[src/rtl/dmem_arb_pkg.sv]
// Shared types and constants for the data-memory arbiter.
// The starvation limit default only takes effect when DMEM_ARB_STARVE_EN is defined.
package dmem_arb_pkg;

    localparam int unsigned STARVE_MAX_DEF = 4;
    localparam int unsigned CNT_W          = 8;

    localparam logic REQ_CORE = 1'b0;
    localparam logic REQ_DMA  = 1'b1;

    typedef enum logic [1:0] {
        IDLE      = 2'd0,
        CORE      = 2'd1,
        DMA       = 2'd2,
        FORCE_DMA = 2'd3
    } arb_state_e;

endpackage

[src/rtl/dmem_arb_if.sv]
// Bundle of requester, memory and debug signals around the data-memory arbiter.
// master = requesters plus dmem, slave = arbiter.
interface dmem_arb_if #(
    parameter int unsigned DWIDTH = 32
);
    import dmem_arb_pkg::*;

    logic              core_req;
    logic              core_we;
    logic [DWIDTH-1:0] core_addr;
    logic [DWIDTH-1:0] core_wdata;
    logic              core_gnt;
    logic              core_stall;
    logic              core_rvalid;
    logic [DWIDTH-1:0] core_rdata;

    logic              dma_req;
    logic              dma_we;
    logic [DWIDTH-1:0] dma_addr;
    logic [DWIDTH-1:0] dma_wdata;
    logic              dma_gnt;
    logic              dma_rvalid;
    logic [DWIDTH-1:0] dma_rdata;

    logic              mem_we;
    logic [DWIDTH-1:0] mem_addr;
    logic [DWIDTH-1:0] mem_wdata;
    logic [DWIDTH-1:0] mem_rdata;

    // Observation of the last-grant FSM and the starvation counter.
    arb_state_e        dbg_state;
    logic [CNT_W-1:0]  dbg_starve_cnt;

    modport master (
        output core_req, core_we, core_addr, core_wdata,
        input  core_gnt, core_stall, core_rvalid, core_rdata,
        output dma_req, dma_we, dma_addr, dma_wdata,
        input  dma_gnt, dma_rvalid, dma_rdata,
        input  mem_we, mem_addr, mem_wdata,
        output mem_rdata,
        input  dbg_state, dbg_starve_cnt
    );

    modport slave (
        input  core_req, core_we, core_addr, core_wdata,
        output core_gnt, core_stall, core_rvalid, core_rdata,
        input  dma_req, dma_we, dma_addr, dma_wdata,
        output dma_gnt, dma_rvalid, dma_rdata,
        output mem_we, mem_addr, mem_wdata,
        input  mem_rdata,
        output dbg_state, dbg_starve_cnt
    );

endinterface

[src/rtl/arb_starve_cnt.sv]
// Counts consecutive denied DMA cycles and flags when the limit is reached.
// Only instantiated when DMEM_ARB_STARVE_EN is defined.
module arb_starve_cnt
    import dmem_arb_pkg::*;
#(
    parameter int unsigned LIMIT = STARVE_MAX_DEF
) (
    input  logic             clk,
    input  logic             rst,
    input  logic             i_req,
    input  logic             i_gnt,
    output logic             o_limit_hit,
    output logic [CNT_W-1:0] o_cnt
);

    localparam logic [CNT_W-1:0] LIMIT_C = CNT_W'(LIMIT);

    logic [CNT_W-1:0] r_cnt;

    always_ff @(posedge clk) begin
        if (rst || !i_req || i_gnt) begin
            r_cnt <= '0;
        end else if (r_cnt != LIMIT_C) begin
            r_cnt <= r_cnt + CNT_W'(1);
        end
    end

    assign o_limit_hit = (r_cnt == LIMIT_C);
    assign o_cnt       = r_cnt;

endmodule

[src/rtl/dmem_arb.sv]
// Single-cycle data-memory arbiter between the core MEM stage and a DMA/debug port.
// Define DMEM_ARB_STARVE_EN to bound DMA starvation at STARVE_MAX denied cycles.
module dmem_arb
    import dmem_arb_pkg::*;
#(
    parameter int unsigned DWIDTH     = 32,
    parameter int unsigned STARVE_MAX = STARVE_MAX_DEF
) (
    input logic       clk,
    input logic       rst,
    dmem_arb_if.slave bus
);

    logic              w_core_gnt;
    logic              w_dma_gnt;
    logic              w_force;
    logic              w_sel;
    logic              w_we;
    logic [DWIDTH-1:0] w_addr;
    logic [DWIDTH-1:0] w_wdata;
    logic [CNT_W-1:0]  w_cnt;

    arb_state_e        r_state;
    logic              r_core_rvalid;
    logic              r_dma_rvalid;
    logic [DWIDTH-1:0] r_core_rdata;
    logic [DWIDTH-1:0] r_dma_rdata;

`ifdef DMEM_ARB_STARVE_EN
    arb_starve_cnt #(
        .LIMIT (STARVE_MAX)
    ) u_starve (
        .clk         (clk),
        .rst         (rst),
        .i_req       (bus.dma_req),
        .i_gnt       (w_dma_gnt),
        .o_limit_hit (w_force),
        .o_cnt       (w_cnt)
    );
`else
    assign w_force = 1'b0;
    assign w_cnt   = '0;
`endif

    // Limit must be reachable by the counter and non-zero.
    a_limit_range: assert property (@(posedge clk)
        (STARVE_MAX > 0) && (STARVE_MAX < (1 << CNT_W)));

    always_comb begin
        w_dma_gnt  = 1'b0;
        w_core_gnt = 1'b0;
        if (!rst) begin
            w_dma_gnt  = bus.dma_req & (~bus.core_req | w_force);
            w_core_gnt = bus.core_req & ~w_dma_gnt;
        end
    end

    assign w_sel   = w_dma_gnt ? REQ_DMA : REQ_CORE;
    assign w_addr  = (w_sel == REQ_DMA) ? bus.dma_addr  : bus.core_addr;
    assign w_wdata = (w_sel == REQ_DMA) ? bus.dma_wdata : bus.core_wdata;
    assign w_we    = (w_sel == REQ_DMA) ? (w_dma_gnt & bus.dma_we)
                                        : (w_core_gnt & bus.core_we);

    assign bus.mem_addr   = w_addr;
    assign bus.mem_wdata  = w_wdata;
    assign bus.mem_we     = w_we;
    assign bus.core_gnt   = w_core_gnt;
    assign bus.dma_gnt    = w_dma_gnt;
    assign bus.core_stall = bus.core_req & ~w_core_gnt;

    always_ff @(posedge clk) begin
        if (rst) begin
            r_state <= IDLE;
        end else if (w_dma_gnt && w_force) begin
            r_state <= FORCE_DMA;
        end else if (w_dma_gnt) begin
            r_state <= DMA;
        end else if (w_core_gnt) begin
            r_state <= CORE;
        end else begin
            r_state <= IDLE;
        end
    end

    always_ff @(posedge clk) begin
        if (rst) begin
            r_core_rvalid <= 1'b0;
            r_dma_rvalid  <= 1'b0;
            r_core_rdata  <= '0;
            r_dma_rdata   <= '0;
        end else begin
            r_core_rvalid <= w_core_gnt & ~bus.core_we;
            r_dma_rvalid  <= w_dma_gnt & ~bus.dma_we;
            if (w_core_gnt && !bus.core_we) begin
                r_core_rdata <= bus.mem_rdata;
            end
            if (w_dma_gnt && !bus.dma_we) begin
                r_dma_rdata <= bus.mem_rdata;
            end
        end
    end

    // Reset masks registered outputs immediately so an in-flight read never surfaces.
    assign bus.core_rvalid    = r_core_rvalid & ~rst;
    assign bus.dma_rvalid     = r_dma_rvalid & ~rst;
    assign bus.core_rdata     = rst ? '0 : r_core_rdata;
    assign bus.dma_rdata      = rst ? '0 : r_dma_rdata;
    assign bus.dbg_state      = rst ? IDLE : r_state;
    assign bus.dbg_starve_cnt = rst ? '0 : w_cnt;

endmodule

[src/flat_wrapper.sv]
// flat-port wrapper written by rule: the top's interface ports become plain ports
module dmem_arb_flat import dmem_arb_pkg::*;
#(
    parameter int unsigned DWIDTH     = 32,
    parameter int unsigned STARVE_MAX = STARVE_MAX_DEF
)
  (clk, rst, bus_core_req, bus_core_we, bus_core_addr, bus_core_wdata, bus_core_gnt, bus_core_stall, bus_core_rvalid, bus_core_rdata, bus_dma_req, bus_dma_we, bus_dma_addr, bus_dma_wdata, bus_dma_gnt, bus_dma_rvalid, bus_dma_rdata, bus_mem_we, bus_mem_addr, bus_mem_wdata, bus_mem_rdata, bus_dbg_state, bus_dbg_starve_cnt);
  dmem_arb_if #(.DWIDTH(DWIDTH)) bus_i ();
  input logic clk;
  input logic rst;
  input wire logic [$bits(bus_i.core_req)-1:0] bus_core_req;
  input wire logic [$bits(bus_i.core_we)-1:0] bus_core_we;
  input wire logic [$bits(bus_i.core_addr)-1:0] bus_core_addr;
  input wire logic [$bits(bus_i.core_wdata)-1:0] bus_core_wdata;
  output wire logic [$bits(bus_i.core_gnt)-1:0] bus_core_gnt;
  output wire logic [$bits(bus_i.core_stall)-1:0] bus_core_stall;
  output wire logic [$bits(bus_i.core_rvalid)-1:0] bus_core_rvalid;
  output wire logic [$bits(bus_i.core_rdata)-1:0] bus_core_rdata;
  input wire logic [$bits(bus_i.dma_req)-1:0] bus_dma_req;
  input wire logic [$bits(bus_i.dma_we)-1:0] bus_dma_we;
  input wire logic [$bits(bus_i.dma_addr)-1:0] bus_dma_addr;
  input wire logic [$bits(bus_i.dma_wdata)-1:0] bus_dma_wdata;
  output wire logic [$bits(bus_i.dma_gnt)-1:0] bus_dma_gnt;
  output wire logic [$bits(bus_i.dma_rvalid)-1:0] bus_dma_rvalid;
  output wire logic [$bits(bus_i.dma_rdata)-1:0] bus_dma_rdata;
  output wire logic [$bits(bus_i.mem_we)-1:0] bus_mem_we;
  output wire logic [$bits(bus_i.mem_addr)-1:0] bus_mem_addr;
  output wire logic [$bits(bus_i.mem_wdata)-1:0] bus_mem_wdata;
  input wire logic [$bits(bus_i.mem_rdata)-1:0] bus_mem_rdata;
  output wire logic [$bits(bus_i.dbg_state)-1:0] bus_dbg_state;
  output wire logic [$bits(bus_i.dbg_starve_cnt)-1:0] bus_dbg_starve_cnt;
  assign bus_i.core_req = bus_core_req;
  assign bus_i.core_we = bus_core_we;
  assign bus_i.core_addr = bus_core_addr;
  assign bus_i.core_wdata = bus_core_wdata;
  assign bus_core_gnt = bus_i.core_gnt;
  assign bus_core_stall = bus_i.core_stall;
  assign bus_core_rvalid = bus_i.core_rvalid;
  assign bus_core_rdata = bus_i.core_rdata;
  assign bus_i.dma_req = bus_dma_req;
  assign bus_i.dma_we = bus_dma_we;
  assign bus_i.dma_addr = bus_dma_addr;
  assign bus_i.dma_wdata = bus_dma_wdata;
  assign bus_dma_gnt = bus_i.dma_gnt;
  assign bus_dma_rvalid = bus_i.dma_rvalid;
  assign bus_dma_rdata = bus_i.dma_rdata;
  assign bus_mem_we = bus_i.mem_we;
  assign bus_mem_addr = bus_i.mem_addr;
  assign bus_mem_wdata = bus_i.mem_wdata;
  assign bus_i.mem_rdata = bus_mem_rdata;
  assign bus_dbg_state = bus_i.dbg_state;
  assign bus_dbg_starve_cnt = bus_i.dbg_starve_cnt;
  dmem_arb #(.DWIDTH(DWIDTH), .STARVE_MAX(STARVE_MAX)) u_core (.clk(clk), .rst(rst), .bus(bus_i));
endmodule
[config.mk]
export PLATFORM = sky130hd
export DESIGN_NAME = dmem_arb_flat
export DESIGN_NICKNAME = d
export VERILOG_FILES = /design/src/rtl/dmem_arb_pkg.sv /design/src/rtl/dmem_arb_if.sv /design/src/rtl/arb_starve_cnt.sv /design/src/rtl/dmem_arb.sv /design/src/flat_wrapper.sv
export SDC_FILE = /design/constraint.sdc
export NUM_CORES = 1
export LEC_CHECK = 0
export ABC_AREA = 1
export BUFFER_PORTS_ARGS = -buffer_cell sky130_fd_sc_hd__buf_2
export CAP_MARGIN = 20
export CORE_AREA = 5 5 117 119
export DETAILED_ROUTE_END_ITERATION = 7
export DIE_AREA = 0 0 122 124
export PLACE_DENSITY = 0.65
export SYNTH_ARGS = -nofsm -noshare
export SYNTH_HDL_FRONTEND = slang
export SYNTH_SLANG_ARGS = --single-unit
[constraint.sdc]
create_clock -name clk -period 1.2 [get_ports clk]
set_input_delay 0.06 -clock clk [delete_from_list [all_inputs] [get_ports clk]]
set_output_delay 0.06 -clock clk [all_outputs]
set_load 0.02 [all_outputs]
* After elaboration in Yosys (flattened, before gate mapping)
Index checks and enable logic that the tools add are counted.
** Storage, ports and cells
- Input bits :: 166
- Register bits after elaboration :: 68
- Output and inout bits :: 144
** Operators by class
- Reduce and logical (&&, ||, !) cells :: 5
- Bitwise logic cells :: 15
- Muxes and demuxes :: 11
** Operators by type and width (count)
- 2-to-1 mux 32 bit :: 4
- AND 1 bit :: 9
- inverter 1 bit :: 6
- 2-to-1 mux 1 bit :: 5
- 2-to-1 mux 2 bit :: 2
- logical AND 1 bit :: 2
- logical NOT 1 bit :: 2
- OR reduction 2 bit :: 1

* Depth between registers and ports, before layout
- Word-level depth :: 7
- Mapped depth :: 8
- Depth with buffers taken out :: 6

* Worst setup path after synthesis
Ideal clock, no wire load.
- Path type :: input to output
- Start point :: input port rst
- End point :: output port bus_mem_we
- Buffers on the path :: 2
- Stages :: 5
- Data arrival time :: 1.024 ns
- Slack :: 0.116 ns
- Required time :: 1.140 ns
- Cells stage by stage :: buf_4 -> inv_2 -> nand2_2 -> buf_2 -> o21ai_0
** Between the ends
- Cells in the longest elaborated chain, start to end :: 3
** RTL lines
- start: declaration :: line flat_wrapper.sv:10 : input logic rst;
- 2-to-1 mux 1 bit :: line dmem_arb.sv:52 : if (!rst) begin
- AND 1 bit, or another cell as far along :: line dmem_arb.sv:62 : : (w_core_gnt & bus.core_we);
- 2-to-1 mux 1 bit * :: line dmem_arb.sv:61 : assign w_we = (w_sel == REQ_DMA) ? (w_dma_gnt & bus.dma_we)
- end: declaration :: line flat_wrapper.sv:26 : output wire logic [$bits(bus_i.mem_we)-1:0] bus_mem_we;
Every way passes the cells marked *; elsewhere a longest branch is shown, timed or not.

* Worst setup path after layout
- Start point :: input port bus_dma_req
- End point :: output port bus_mem_wdata[17]
** Between the ends
- Cells in the longest elaborated chain, start to end :: 4
** RTL lines
- start: declaration :: line flat_wrapper.sv:19 : input wire logic [$bits(bus_i.dma_req)-1:0] bus_dma_req;
- AND 1 bit :: line dmem_arb.sv:53 : w_dma_gnt = bus.dma_req & (~bus.core_req | w_force);
- 2-to-1 mux 1 bit :: line dmem_arb.sv:52
- 2-to-1 mux 1 bit :: line dmem_arb.sv:58 : assign w_sel = w_dma_gnt ? REQ_DMA : REQ_CORE;
- 2-to-1 mux 32 bit :: line dmem_arb.sv:60 : assign w_wdata = (w_sel == REQ_DMA) ? bus.dma_wdata : bus.core_wdata;
- end: declaration :: line flat_wrapper.sv:28 : output wire logic [$bits(bus_i.mem_wdata)-1:0] bus_mem_wdata;
No other way between the ends.

==> impl_metrics.toml <==
[timing]
finalSetupViolCount = 0
unrepaired_setup_endpoints_after_global_routing = "yes"
timing_hold_violations_final = 0
max_clock_freq_ghz = 0.8810
slew_viols_final = 0
fin_worst_hold_slack_ns = 0.02536
final_clock_skew_ns = 0
fin_crit_sh = 0.9459
layout_min_cycle_time_ns = 1.135

[setup_path]
critical_path.max_fanout = 17
cpMaxStageDelayCell = "sky130_fd_sc_hd__bufbuf_16"
worstReg2RegStart = "u_core.r_dma_rdata[20]$_SDFFE_PP0P_"
slowest_delay_ns = 0.28
r2r_cells = 4
reg2reg_slack_ns = 0.50
timing.critical_path.to_type = "primary output"
critPathBufInv = 5
timing.critical_path.cells = "buf_2 > inv_1 > nor2_4 > nand2_4 > inv_4 > bufbuf_16 > nand2_1 > nand2_1 > buf_2"
path_delay_family = "buffers and inverters"
criticalPathCategory = "in -> out"
worstReg2RegEnd = "u_core.r_dma_rdata[20]$_SDFFE_PP0P_"
start_kind = "input pin"
critical_path_arrival_ns = 1.08
critPathRequiredTime_ns = 1.14

[synth]
synth.avg_cell_area_um2 = 5.697
fraction_of_the_yosys_area_taken_by_sequential_cells = 0.3642
synth.distinct_cells = 17
post_synth_inst_count = 656
total_of_flip_flops_plus_latches_after_synthesis = 68
syn_area_mm2 = 0.003737
synth_warnings = 0

[detailed_routing]
routed_vias_inst = 4.294
drt-initial-drc-count = 404
route.detailed.wl_per_inst_um = 15.66
wirelength_um = 18140
route.antenna.remaining_nets = 0
met2_wl_um = 8812
dr_wl_met3_um = 1636
post-route-drc-count = 0
top_layer = "met5"
drt-met1-wl_um = 7251
drt_pass1_iterations = 4
num_vias = 4972

[cts]
cts_tree = "built"
insertion_delay_ns = 0.32
cts_post_setup_buffers_inserted = 0
cts_h_tree_lvls = 3
cell_at_the_root_of_the_clock_tree = "sky130_fd_sc_hd__clkbuf_16"
cts-buffers-inserted = 9
clock_sink_count = 68
clk_pin_slew_worst_paths_ns = 0.05
clockBufferDepth = 2

[floorplanning]
initial_utilization = 0.2998
floorplan.io_pins = 310
dieArea_mm2 = 0.01513
core_area_mm2 = 0.01247
die_w_um = 122
rows = 41
die_height_um = 124

[min_path]
hold_path_end = "u_core.r_state[0]$_SDFF_PP0_"
worstHoldStart = "bus_core_req"
hold_path_depth = 3
worstHoldPathType = "in -> reg"

[grt]
grt_first_pass_wirelength_um = 26060
grt_pass1_vias = 4721
global_route.usage.total = 0.2271
grt_overflow = 0
grt_start_max_net_pins = 60
number_of_antenna_violations_at_the_first_check_in_global_routing = 2

[pwr]
worst_ir_drop_vdd_mv = 0.6731
power_density_mw_per_mm2 = 1141
p_leak_nw = 3.711

[layout]
num-nets-final = 1148
area_delta_synth_final_pct = 65.48
drive_gt1_frac = 0.3519
post-route-cell-area_mm2 = 0.006185
antennaDiodeCount = 0

[flow_run]
maxCapViolCount = 0

[place]
placement.io_buffers = 301
routabilityCongestion = 0.8396
post_dp_cell_area_mm2 = 0.005461
dp_hpwl_um = 14510

[run_status]
outcome = "complete, no violations"
==> worst reg2reg max path, delay by kind of cell, from the launching register on <==
kind / cells / cell delay, ns
and+or+nand+nor: 3 / 0.32
DFF: 1 / 0.31
buffers and inverters: 1 / 0.03
==> sequential cells by signal (all words and copies together) (netlist names) <==
register / count
u_core.r_core_rdata: 32
u_core.r_dma_rdata: 32
u_core.r_state: 2
u_core.r_core_rvalid: 1
u_core.r_dma_rvalid: 1
==> stage by stage <==
step,cells,TNS (ns),worst slack (ns),power [mW],utilization
finish,1158,0,0.06491,7.060,0.4961
global route,1158,-0.002499,-0.002499,7.368,0.4961
CTS,1158,0,0.00008427,7.101,0.4941
detailed placement,1110,-0.04776,-0.04776,3.972,0.4381
global placement,1110,-0.04177,-0.04177,3.968,0.4381
floorplan,663,0,0.1161,3.236,-
==> cells in the mapped netlist <==
master	number	area, um^2
sky130_fd_sc_hd__buf_2	12	60.06
sky130_fd_sc_hd__conb_1	1	3.750
sky130_fd_sc_hd__inv_2	4	15.01
sky130_fd_sc_hd__clkinv_1	1	3.750
sky130_fd_sc_hd__buf_1	1	3.750
sky130_fd_sc_hd__nor2_2	1	6.260
sky130_fd_sc_hd__clkbuf_1	20	75.07
sky130_fd_sc_hd__nand3_1	1	5.000
sky130_fd_sc_hd__nand2_1	354	1329
sky130_fd_sc_hd__nand4_1	32	200.2
sky130_fd_sc_hd__dfxtp_1	68	1361
sky130_fd_sc_hd__nand2_2	2	12.51
sky130_fd_sc_hd__o21ai_0	1	5.000
sky130_fd_sc_hd__nor2_4	1	11.26
sky130_fd_sc_hd__buf_4	15	112.6
sky130_fd_sc_hd__inv_1	73	274.0
sky130_fd_sc_hd__nor2_1	69	259.0
==> cell families (layout without fill, tap and decap cells) <==
kind of cell	Yosys count	count (layout)	share of synthesized area
AOI/OAI and AO/OA	1	1	0.001338
buffers and inverters	126	449	0.1456
DFF	68	68	0.3642
other	1	8	0.001003
and+or+nand+nor	460	460	0.4878
==> worst max-delay path by stage <==
stage	from	to	slack (ns)	cells after the start
after global placement	bus_core_req	bus_mem_wdata[5]	-0.04	8
after global routing	bus_dma_req	bus_mem_addr[26]	-0.002	9
final	bus_dma_req	bus_mem_wdata[17]	0.06	9
after floorplan	rst	bus_mem_we	0.12	5
after detailed placement	bus_core_req	bus_mem_wdata[5]	-0.05	8
after CTS	rst	bus_mem_addr[0]	0.00008	7
==> power breakdown <==
| group | switching [mW] | internal [mW] | leakage, nW | total [mW] |
|---|---|---|---|---|
| clock | 1.01 | 2.03 | 0.166 | 3.04 |
| sequential | 0.0233 | 2.36 | 0.555 | 2.38 |
| combinational | 1.00 | 0.637 | 2.99 | 1.64 |
==> cell type report <==
type / instances / area (um^2)
multi-input combinational: 469 / 1863
clock inverter: 6 / 112.6
inverter: 78 / 295.3
clock buffer: 9 / 225.2
sequential: 68 / 1361
timing repair buffer: 356 / 2112
fill: 1333 / 6281
tap: 172 / 215.2
==> layout by cell type (no fill, tap or decap), drive strengths merged <==
cell type    count
bufbuf           1
bufinv           3
dfxtp           68
conb             8
clkinv           3
o21ai            1
dlygate4sd3     32
buf            323
inv             78
clkbuf           9
nand3            1
nand4           32
nor2            71
nand2          356
==> per-layer routing <==
layer / vias up / GRT usage
met3: 30 / 0.07493
met4: 4 / 0.07073
met1: 2150 / 0.2701
met5: - / 0
li1: 2576 / -
met2: 212 / 0.3892
==> what timing repair did <==
| action | 4_1_cts | 5_1_grt |
|---|---|---|
| hold endpoints to repair | 50 | 0 |
| endpoints found under the setup margin | 1 | 42 |
| gates resized for setup | 3 | 9 |
| cloned | 1 | 0 |
| pin swaps | 0 | 1 |
| hold buffers | 32 | 0 |
No activity file was read; power rests on OpenSTA's default activity.
